**src/rtl/serdes_pkg.sv**
```systemverilog
// Shared definitions for the serializer / word-align deserializer pair.
package serdes_pkg;

  localparam int         SERDES_WIDTH = 8;
  localparam logic [7:0] SERDES_SYNC  = 8'hBC;

  typedef enum logic [1:0] {
    HUNT   = 2'd0,
    VERIFY = 2'd1,
    LOCKED = 2'd2
  } deser_state_t;

endpackage

```
**src/rtl/deser_shift_reg.sv**
```systemverilog
// LSB-first receive shift register; exposes the post-edge value so the
// parent can detect a pattern completed by the bit arriving this cycle.
module deser_shift_reg #(
  parameter int WIDTH = 8
) (
  input  logic             CLK,
  input  logic             RESET,
  input  logic             din,
  output logic [WIDTH-1:0] sr_next
);

  logic [WIDTH-1:0] sr_q;
  logic [WIDTH-1:0] sr_d;

  // New bit enters at the MSB so a full word ends up with its first bit at [0].
  always_comb begin
    sr_d = {din, sr_q[WIDTH-1:1]};
  end

  always_ff @(posedge CLK or negedge RESET) begin
    if (!RESET) sr_q <= '0;
    else        sr_q <= sr_d;
  end

  assign sr_next = sr_d;

endmodule

```
**src/rtl/word_align_deserializer.sv**
```systemverilog
// Hunts for a sync word in a serial stream, confirms it one word later,
// then emits aligned parallel words with a one-cycle valid strobe.
module word_align_deserializer
  import serdes_pkg::*;
#(
  parameter int               WIDTH     = SERDES_WIDTH,
  parameter logic [WIDTH-1:0] SYNC_WORD = WIDTH'(SERDES_SYNC)
) (
  input  logic             CLK,
  input  logic             RESET,
  input  logic             SERIAL_IN,
  input  logic             RESYNC,
  output logic [WIDTH-1:0] PAR_OUT,
  output logic             PAR_VALID,
  output logic             IS_SYNC,
  output logic             LOCKED
);

  localparam int CW = (WIDTH > 1) ? $clog2(WIDTH) : 1;

  logic [WIDTH-1:0] sr_next;

  deser_shift_reg #(.WIDTH(WIDTH)) u_sr (
    .CLK     (CLK),
    .RESET   (RESET),
    .din     (SERIAL_IN),
    .sr_next (sr_next)
  );

  deser_state_t     state_q,     state_d;
  logic [CW-1:0]    cnt_q,       cnt_d;
  logic [WIDTH-1:0] par_out_q,   par_out_d;
  logic             par_valid_q, par_valid_d;
  logic             is_sync_q,   is_sync_d;
  logic             locked_q,    locked_d;

  logic match;
  logic boundary;
  logic [CW-1:0] cnt_inc;

  assign match    = (sr_next == SYNC_WORD);
  assign boundary = (cnt_q == CW'(WIDTH - 1));
  assign cnt_inc  = boundary ? '0 : cnt_q + CW'(1);

  always_comb begin
    state_d     = state_q;
    cnt_d       = cnt_q;
    par_out_d   = par_out_q;
    par_valid_d = 1'b0;
    is_sync_d   = 1'b0;
    if (RESYNC) begin
      // Drops any partial word; a match seen on this edge is not acted on.
      state_d = HUNT;
      cnt_d   = '0;
    end else begin
      case (state_q)
        HUNT: begin
          cnt_d = '0;
          if (match) state_d = VERIFY;
        end
        VERIFY: begin
          cnt_d = cnt_inc;
          if (boundary) state_d = match ? serdes_pkg::LOCKED : HUNT;
        end
        serdes_pkg::LOCKED: begin
          cnt_d = cnt_inc;
          if (boundary) begin
            par_out_d   = sr_next;
            par_valid_d = 1'b1;
            is_sync_d   = match;
          end
        end
        default: begin
          state_d = HUNT;
          cnt_d   = '0;
        end
      endcase
    end
    locked_d = (state_d == serdes_pkg::LOCKED);
  end

  always_ff @(posedge CLK or negedge RESET) begin
    if (!RESET) begin
      state_q     <= HUNT;
      cnt_q       <= '0;
      par_out_q   <= '0;
      par_valid_q <= 1'b0;
      is_sync_q   <= 1'b0;
      locked_q    <= 1'b0;
    end else begin
      state_q     <= state_d;
      cnt_q       <= cnt_d;
      par_out_q   <= par_out_d;
      par_valid_q <= par_valid_d;
      is_sync_q   <= is_sync_d;
      locked_q    <= locked_d;
    end
  end

  assign PAR_OUT   = par_out_q;
  assign PAR_VALID = par_valid_q;
  assign IS_SYNC   = is_sync_q;
  assign LOCKED    = locked_q;

endmodule
```
**config.mk**
```make
export PLATFORM = sky130hd
export DESIGN_NAME = word_align_deserializer
export DESIGN_NICKNAME = d
export VERILOG_FILES = /design/src/rtl/serdes_pkg.sv /design/src/rtl/deser_shift_reg.sv /design/src/rtl/word_align_deserializer.sv
export SDC_FILE = /design/constraint.sdc
export NUM_CORES = 1
export LEC_CHECK = 0
export ABC_AREA = 1
export CAP_MARGIN = 0
export CORE_MARGIN = 2
export CORE_UTILIZATION = 45
export DETAILED_ROUTE_END_ITERATION = 10
export GPL_ROUTABILITY_DRIVEN = 0
export GPL_TIMING_DRIVEN = 0
export PLACE_DENSITY = 0.74
export REMOVE_ABC_BUFFERS = 1
export SLEW_MARGIN = 10
export SYNTH_ARGS = -nofsm -noshare
export SYNTH_HDL_FRONTEND = slang
export SYNTH_HIERARCHICAL = 1
export SYNTH_SLANG_ARGS = --single-unit
```
**constraint.sdc**
```tcl
create_clock -name CLK -period 1.6 [get_ports CLK]
set_input_delay 0.32 -clock CLK [delete_from_list [all_inputs] [get_ports CLK]]
set_output_delay 0.32 -clock CLK [all_outputs]
set_load 0.005 [all_outputs]
```
**Word level (Yosys, flattened, before mapping)**

Index checks and enable logic that the tools add are counted.

- Register bits after elaboration: 24
- Logic and storage cells: 31
- Output and inout bits: 11
- Bits of input ports: 4

- Reductions and logical operators: 3
- Mux-type cells: 14
- Bitwise gates (word level): 1
- Equal/unequal tests: 5
- $add $sub $neg: 1

Operator list:

| operator | number |
|---|---|
| $mux 3 | 3 |
| $eq 8x8->1 const B | 1 |
| $mux 2 | 4 |
| $mux 1 | 6 |
| $pmux 2 s3 | 1 |
| $eq 2x2->1 const B | 2 |
| $add 3x1->3 const B | 1 |
| $eq 3x3->1 const B | 1 |
| $reduce_and 3->1 | 1 |
| $eq 2x1->1 const B | 1 |
| $logic_not 2->1 | 1 |
| $reduce_or 2->1 | 1 |
| $not 1->1 | 1 |

**Logic depth before layout (Yosys ltp)**

Gate-level depths: netlist (run 1).

- Depth after elaboration: 6
- Depth in mapped cells: 9
- Depth with buffers taken out: 9

**Hierarchy**

The synthesis (run 1) kept the hierarchy.

By module, submodules not included:

| module | sequential area each (µm²) | area each (µm²) | cells each | times used |
|---|---|---|---|---|
| word_align_deserializer | 400.4 | 763.2 | 86 | 1 |
| deser_shift_reg | 175.2 | 182.7 | 8 | 1 |

**Least setup slack after synthesis (run 1)**

No wires, ideal clock.

- Path type: flip-flop to flip-flop
- Start: reg cnt_q[0]
- End: reg par_out_q[1] (netlist: PAR_OUT[1])
- Stages on the path, launching flop included: 9
- Data arrival time: 1255 ps
- Slack: 228 ps
- Path buffers: 1
- Period minus slack after synthesis: 1372 ps
- Path through: dfrtp_1 ha_1 ha_1 inv_2 nor3_4 inv_2 buf_6 nand2_2 o21ai_2

- Cells in the longest elaborated chain, start to end: 2

RTL lines:

| item | RTL line | RTL |
|---|---|---|
| start, declared | word_align_deserializer.sv:31 | `logic [CW-1:0] cnt_q, cnt_d;` |
| start signal, assigned | word_align_deserializer.sv:92 | `cnt_q <= cnt_d;` |
| $eq 3x3->1 | word_align_deserializer.sv:42 | `assign boundary = (cnt_q == CW'(WIDTH - 1));` |
| $reduce_and 3->1 (no source line) | -- |  |
| end signal, assigned | word_align_deserializer.sv:93 | `par_out_q <= par_out_d;` |
| end, declared | word_align_deserializer.sv:32 | `logic [WIDTH-1:0] par_out_q, par_out_d;` |

No other way between the ends.
A chain may end at the register's enable or synchronous reset.

**Final worst setup path (run 1)**

- Start: reg par_out_q[1] (netlist: PAR_OUT[1])
- End: out PAR_OUT[1]

RTL lines:

| item | RTL line | RTL |
|---|---|---|
| end, declared | word_align_deserializer.sv:13 | `output logic [WIDTH-1:0] PAR_OUT,` |

No word-level cell between the ends.

==> results.ini, run 1 <==
[outcome]
outcome=complete, no violations

[setup_path]
worst_ep_arrival_time_ps=1200
critical_path.endpoint_type=output port
path_delay_family=buffers and inverters
cp_max_fo=2
startpoint_type=flop
critPathKind=reg2out
max_stage_delay_ps=500
path_buf_inv=1
slowest_stage=clkdlybuf4s50_1
cp.required_ps=1280
crit_chain=clkdlybuf4s50_1

[pwr]
p_int_uw=729.4
p_leak_nw=0.6028
switchingPower_uw=220.6
p_seq_share_pct=64.5
p_comb_share_pct=8.2
switching_share_pct=23.23
peakVddDrop_uv=612.9
power_density_nw_per_um2=828.9
power.share.clock_pct=27.3

[floorplan]
die_h_um=49.85
rows=16
ios=15
design.core.area_um2=1982
die_w_um=49.85
start_util_pct=47.73
fp.dieArea_um2=2485

[grt]
grt-ovfl-total=0
track_usage_pct=15.10
grt_pass1_vias=619
grt_pass1_wl_mm=2.691
grt_max_degree=24
antenna_found_initial=0

[final_layout]
syn_to_final_growth_pct=21.16
finalNetCount=123
drive_gt1_share_pct=13.39
diodes=0
seq_area_um2=575.6
fin_util_pct=57.83
multi_input_area_um2=305.3
fill_cells=175
fin_area_um2=1146

[synthesis]
yosysWarnings=6
synthTopCellsByArea=dfrtp_1 61%, nand2_1 13%, ha_1 7.9%, inv_1 4.4%, nor2_1 2.8%
synth-main-ff-cell=dfrtp_1
synthArstFlopShare_pct=100.0
synth-edff-count=0
synth_area_um2=945.9
yosys-top-cells-count=32 x nand2_1, 23 x dfrtp_1, 11 x inv_1, 7 x nor2_1, 6 x ha_1
avgSynthCellArea_um2=10.06
ys_seq_area_share_pct=60.85
ys_seq_elements=23
yosysTopAreaCellShare_pct=60.85
yosysTopAreaCell=dfrtp_1
yosysMostFrequentCell=nand2_1
synth_cell_types=16
syn_inst=94

[clocking]
cts_tree=done
cts-root-buf=clkbuf_4
cts_htree_levels=1
ctsHoldBuffers=0
numClockSinks=23
cts_buffers=3
clkLatencyLatePin_ps=310
clock_path_buffers=2
clk_pin_slew_ps=130

[timing]
min_period_over_period_pct=94.78
worst_slew_pin_slew_ps=980.6
timing.hold.ws_ps=387.4
slew_viol_final=0
fin_crit_ps=1516
fmax_ghz=0.6594
setup_viol=0
final_hold_viol_count=0
skew_ps=11.70
max_slew_margin_pct=34.42

[placement]
placed_area_um2=1101
io_buffers=14
dp_hpwl_mm=1.095

[detailed_routing]
drt_iter0_markers=10
ant_nets=0
wire_per_inst_um=10.96
drtPass1Iterations=4
vias=636
wirelength_mm=1.523
vias_per_cell=4.576
remaining_drc_errors=0

[run]
maxCapViolations=0

[worst_hold_path]
hold_path.class=reg2reg

[worst paths after layout]
kind	slack [ps]	from	to	cells past startpoint
worst max-delay path	80	PAR_OUT[1]	PAR_OUT[1]	1
worst min-delay path	390	u_sr/sr_q[2]	u_sr/sr_q[1]	0
worst max register to register	150	cnt_q[0]	LOCKED	9
worst min register to register	390	u_sr/sr_q[2]	u_sr/sr_q[1]	0
max in group asynchronous	460	RESET	state_q[1]	1
min in group asynchronous	530	RESET	PAR_OUT[1]	1
[final cells by class]
| type | count | area share [%] |
|---|---|---|
| sequential | 23 | 50.22 |
| clock inverter | 1 | 0.4367 |
| timing repair buffer | 16 | 13.54 |
| multi-input combinational | 56 | 26.64 |
| inverter | 13 | 4.258 |
| tap | 27 | 2.948 |
| clock buffer | 3 | 1.965 |
[routing by layer]
layer | vias up | part of all wire [%] | GRT usage (%)
met5 | - | 0 | 0
met3 | 5 | 4.1 | 3.636
met4 | 0 | 3.2 | 11.11
li1 | 319 | - | -
met2 | 15 | 48 | 23.56
met1 | 297 | 45 | 18.07
[stage by stage]
| step | setup slack [ps] | instances | total power, mW | TNS [ps] |
|---|---|---|---|---|
| after CTS | 17.31 | 137 | 0.9573 | 0 |
| after detailed placement | -122.7 | 133 | 0.7036 | -855.8 |
| final | 83.51 | 139 | 0.9500 | 0 |
| after global placement | -110.3 | 133 | 0.6994 | -749.6 |
| after global routing | -18.08 | 139 | 1.003 | -18.08 |
| after floorplan | 240.3 | 92 | 0.6579 | 0 |
[placed cells by master, fill, tap and decap left out]
cell,n
clkinv_2,1
inv_1,11
nand2_1,32
nor2_1,7
clkdlybuf4s50_1,14
nand2_2,1
nor4_1,1
clkbuf_4,3
ha_2,1
o21ai_1,1
inv_2,2
nor3_4,1
buf_4,2
dfrtp_1,23
o21ai_2,3
nor2_2,1
nand3_1,2
ha_1,5
a21oi_1,1
[cell families (layout without fill, tap and decap cells)]
logic type	after synthesis	in the layout	synth area share (%)
and+or+nand+nor	45	45	20.24
buffers and inverters	15	33	7.143
DFF	23	23	60.85
AOI/OAI and AO/OA	5	5	3.835
adders and majority gates	6	6	7.936
[sequential cells by signal, indices dropped and copies added (netlist names)]
name	cells
u_sr/sr_q	7
IS_SYNC	1
LOCKED	1
state_q	2
cnt_q	3
PAR_OUT	8
PAR_VALID	1
[what timing repair did]
| action | 4_1_cts | 5_1_grt |
|---|---|---|
| setup endpoints to repair | 0 | 11 |
| gates resized for setup | 0 | 2 |
| setup buffers | 0 | 2 |
[power groups by stage]
stage / clock (mW) / combinational, mW / sequential, mW
6_report: 0.259 / 0.0778 / 0.613
2_1_floorplan: 0 / 0.0342 / 0.624
3_3_place_gp: 0 / 0.0757 / 0.624
4_1_cts: 0.265 / 0.0790 / 0.614
5_1_grt: 0.297 / 0.0896 / 0.617
3_5_place_dp: 0 / 0.0785 / 0.625
[worst register-to-register path: cells and delay by family, from the launching register on]
kind	cells	cell delay, ps
DFF	1	400
adders and majority gates	2	410
AOI/OAI and AO/OA	1	140
and+or+nand+nor	4	320
buffers and inverters	2	130
No activity file was read; power rests on OpenSTA's default activity.
==> inputs of run 2 (changes only) <==
--- a/config.mk
+++ b/config.mk
@@ -7,7 +7,7 @@
 export LEC_CHECK = 0
 export ABC_AREA = 1
 export CAP_MARGIN = 0
-export CORE_MARGIN = 2
+export CORE_MARGIN = 5
 export CORE_UTILIZATION = 45
 export DETAILED_ROUTE_END_ITERATION = 10
 export GPL_ROUTABILITY_DRIVEN = 0
==> run 2 against run 1 <==
First-iteration DRC count down 60%. Routed wire length up 0.20%. Critical endpoint is now LOCKED. Largest power group unchanged. Global-route usage down 3.8 points.
==> results.ini, run 2 (synthesis gave the netlist of run 1 again) <==
[outcome]
outcome=complete, no violations

[detailed_routing]
route.met3.wl_um=84  ; +35%
wirelength_mm=1.526  ; +0.20%
vias=633  ; -0.47%
wire_per_inst_um=10.98  ; +0.20%
ant_nets=0  ; unchanged
met2_length_um=766  ; +5.1%
highest_layer=met4
remaining_drc_errors=0  ; unchanged
drt_iter0_markers=4  ; -6
drtPass1Iterations=4  ; unchanged
vias_per_cell=4.554  ; -0.47%
m1WireLength_um=628  ; -8.1%

[worst_hold_path]
hold_start=u_sr/sr_q[7]
hold_path.class=reg2reg
min_to=u_sr/sr_q[6]
hold_depth=0  ; unchanged

[timing]
final_hold_viol_count=0  ; unchanged
fin_crit_ps=1524  ; +7.483 ps
setup_slack_ps=76.03  ; -7.483 ps
fmax_ghz=0.6562  ; -0.49%
setup_viol=0  ; unchanged
fin_setup_tns_ps=0  ; unchanged
max_slew_margin_pct=33.25  ; -1.2 points
worst_slew_pin_slew_ps=998.2  ; +17.62 ps
slew_viol_final=0  ; unchanged
rsz0062_at_grt=false
skew_ps=3.461  ; -8.239 ps
min_period_over_period_pct=95.25  ; +0.47 points

[placement]
io_buffers=14  ; unchanged
dp_hpwl_mm=1.131  ; +3.3%
place_inst=133  ; unchanged
dp_slack_ps=-141.5  ; -18.82 ps

[clocking]
clk_pin_slew_ps=120  ; about the same
clock_path_buffers=2  ; unchanged
cts_htree_levels=1  ; unchanged
clkLatencyLatePin_ps=300  ; about the same
cts_resized=0  ; unchanged
cts-root-buf=clkbuf_4
ctsHoldBuffers=0  ; unchanged
cts_tree=done
numClockSinks=23  ; unchanged
cts_buffers=3  ; unchanged

[grt]
grt_max_degree=24  ; unchanged
track_usage_pct=11.30  ; -3.8 points
grt_pass1_vias=641  ; +3.6%
grt_pass1_wl_mm=2.773  ; +3.0%
antenna_found_initial=0  ; unchanged
grt-ovfl-total=0  ; unchanged

[setup_path]
worst_ep_arrival_time_ps=1770  ; +570 ps
critPathKind=reg2reg
startpoint_type=flop
path_delay_family=adder cells
startpoint=cnt_q[0]
critical_path.endpoint_type=flop
path_buf_inv=2  ; +1
max_stage_delay_ps=400  ; -100 ps
slowest_stage=dfrtp_1
crit_chain=ha_1, ha_1, inv_2, nand2_1, o21ai_0, inv_1, nand3_1, nand2_1, nor2_1
cp.required_ps=1840  ; +560 ps
cp_max_fo=3  ; +1
r2r_slack_ps=80  ; -70 ps
rr_worst_depth=9  ; unchanged
timing.rr.end=LOCKED
r2r_start=cnt_q[0]

[floorplan]
ios=15  ; unchanged
start_util_pct=47.73  ; unchanged
design.core.area_um2=1982  ; unchanged
die_h_um=55.85  ; +12%
rows=16  ; unchanged
fp.dieArea_um2=3119  ; +26%
die_w_um=55.85  ; +12%

[final_layout]
fill_cells=184  ; +5.1%
final_cell_mix=32 x nand2_1, 23 x dfrtp_1, 14 x clkdlybuf4s50_1
syn_to_final_growth_pct=20.90
drive_gt1_share_pct=12.50  ; -0.89 points
fin_cells=139  ; unchanged
diodes=0  ; unchanged
finalNetCount=123  ; unchanged
final_common_cell=nand2_1
largest_reg_flops=8  ; unchanged
fin_util_pct=57.70  ; -0.13 points

[pwr]
power_density_nw_per_um2=829.2  ; about the same
p_int_uw=729.4  ; about the same
switching_share_pct=23.08  ; -0.14 points
p_seq_share_pct=64.6  ; about the same
p_comb_share_pct=8.3  ; about the same
peakVddDrop_uv=532.5  ; -13%
power.share.clock_pct=27.0  ; -0.3 points
p_leak_nw=0.6064  ; +0.60%
switchingPower_uw=218.9  ; -0.80%

[run]
maxCapViolations=0  ; unchanged

[run 2: cell types whose count changed in the layout (fill, tap and decap cells not counted)]
cell | previous run | this run
ha_1 | 5 | 6
o21ai_0 | 0 | 1
ha_2 | 1 | 0
o21ai_1 | 1 | 0
[run 2: what timing repair did]
item / in CTS / in global routing
buffers inserted: 0 / 2
endpoints found under the setup margin: 0 / 8
endpoints found under the hold margin: 0 / 0
[run 2: power groups by stage]
stage / combinational (mW) / clock, mW / sequential (mW)
floorplan: 0.0342 / 0 / 0.624
global placement: 0.0765 / 0 / 0.624
detailed placement: 0.0801 / 0 / 0.625
CTS: 0.0808 / 0.268 / 0.613
global route: 0.0898 / 0.290 / 0.617
finish: 0.0790 / 0.256 / 0.613
[run 2: layout make-up]
type | count | area [µm²] | area share (%)
sequential | 23 | 575.6 | 50.33
multi-input combinational | 56 | 302.8 | 26.48
timing repair buffer | 16 | 155.1 | 13.57
inverter | 13 | 48.80 | 4.267
tap | 27 | 33.78 | 2.954
clock buffer | 3 | 22.52 | 1.969
clock inverter | 1 | 5.005 | 0.4376
[run 2: stage by stage]
step                hold WS, ps  area (µm²)  power [mW]
floorplan                 24.41       927.1      0.6579
global placement          356.0        1101      0.7001
detailed placement        358.8        1101      0.7050
CTS                       387.9        1129      0.9623
global route              398.7        1144      0.9974
finish                    386.4        1144      0.9483
[run 2: how the worst max path moves through the flow]
stage,end,slack [ps],depth (start not counted)
final,LOCKED,80,9
after global routing,LOCKED,10,9
after CTS,PAR_OUT[6],20,7
after detailed placement,PAR_OUT[6],-140,5
after global placement,PAR_OUT[6],-120,5
after floorplan,PAR_OUT[0],240,7
[run 2: per-layer routing]
metal  global-route usage [%]  up-vias
met5                        0        -
met4                    7.119        0
met3                    3.480        4
met2                    19.43       12
met1                    11.92      296
li1                         -      321
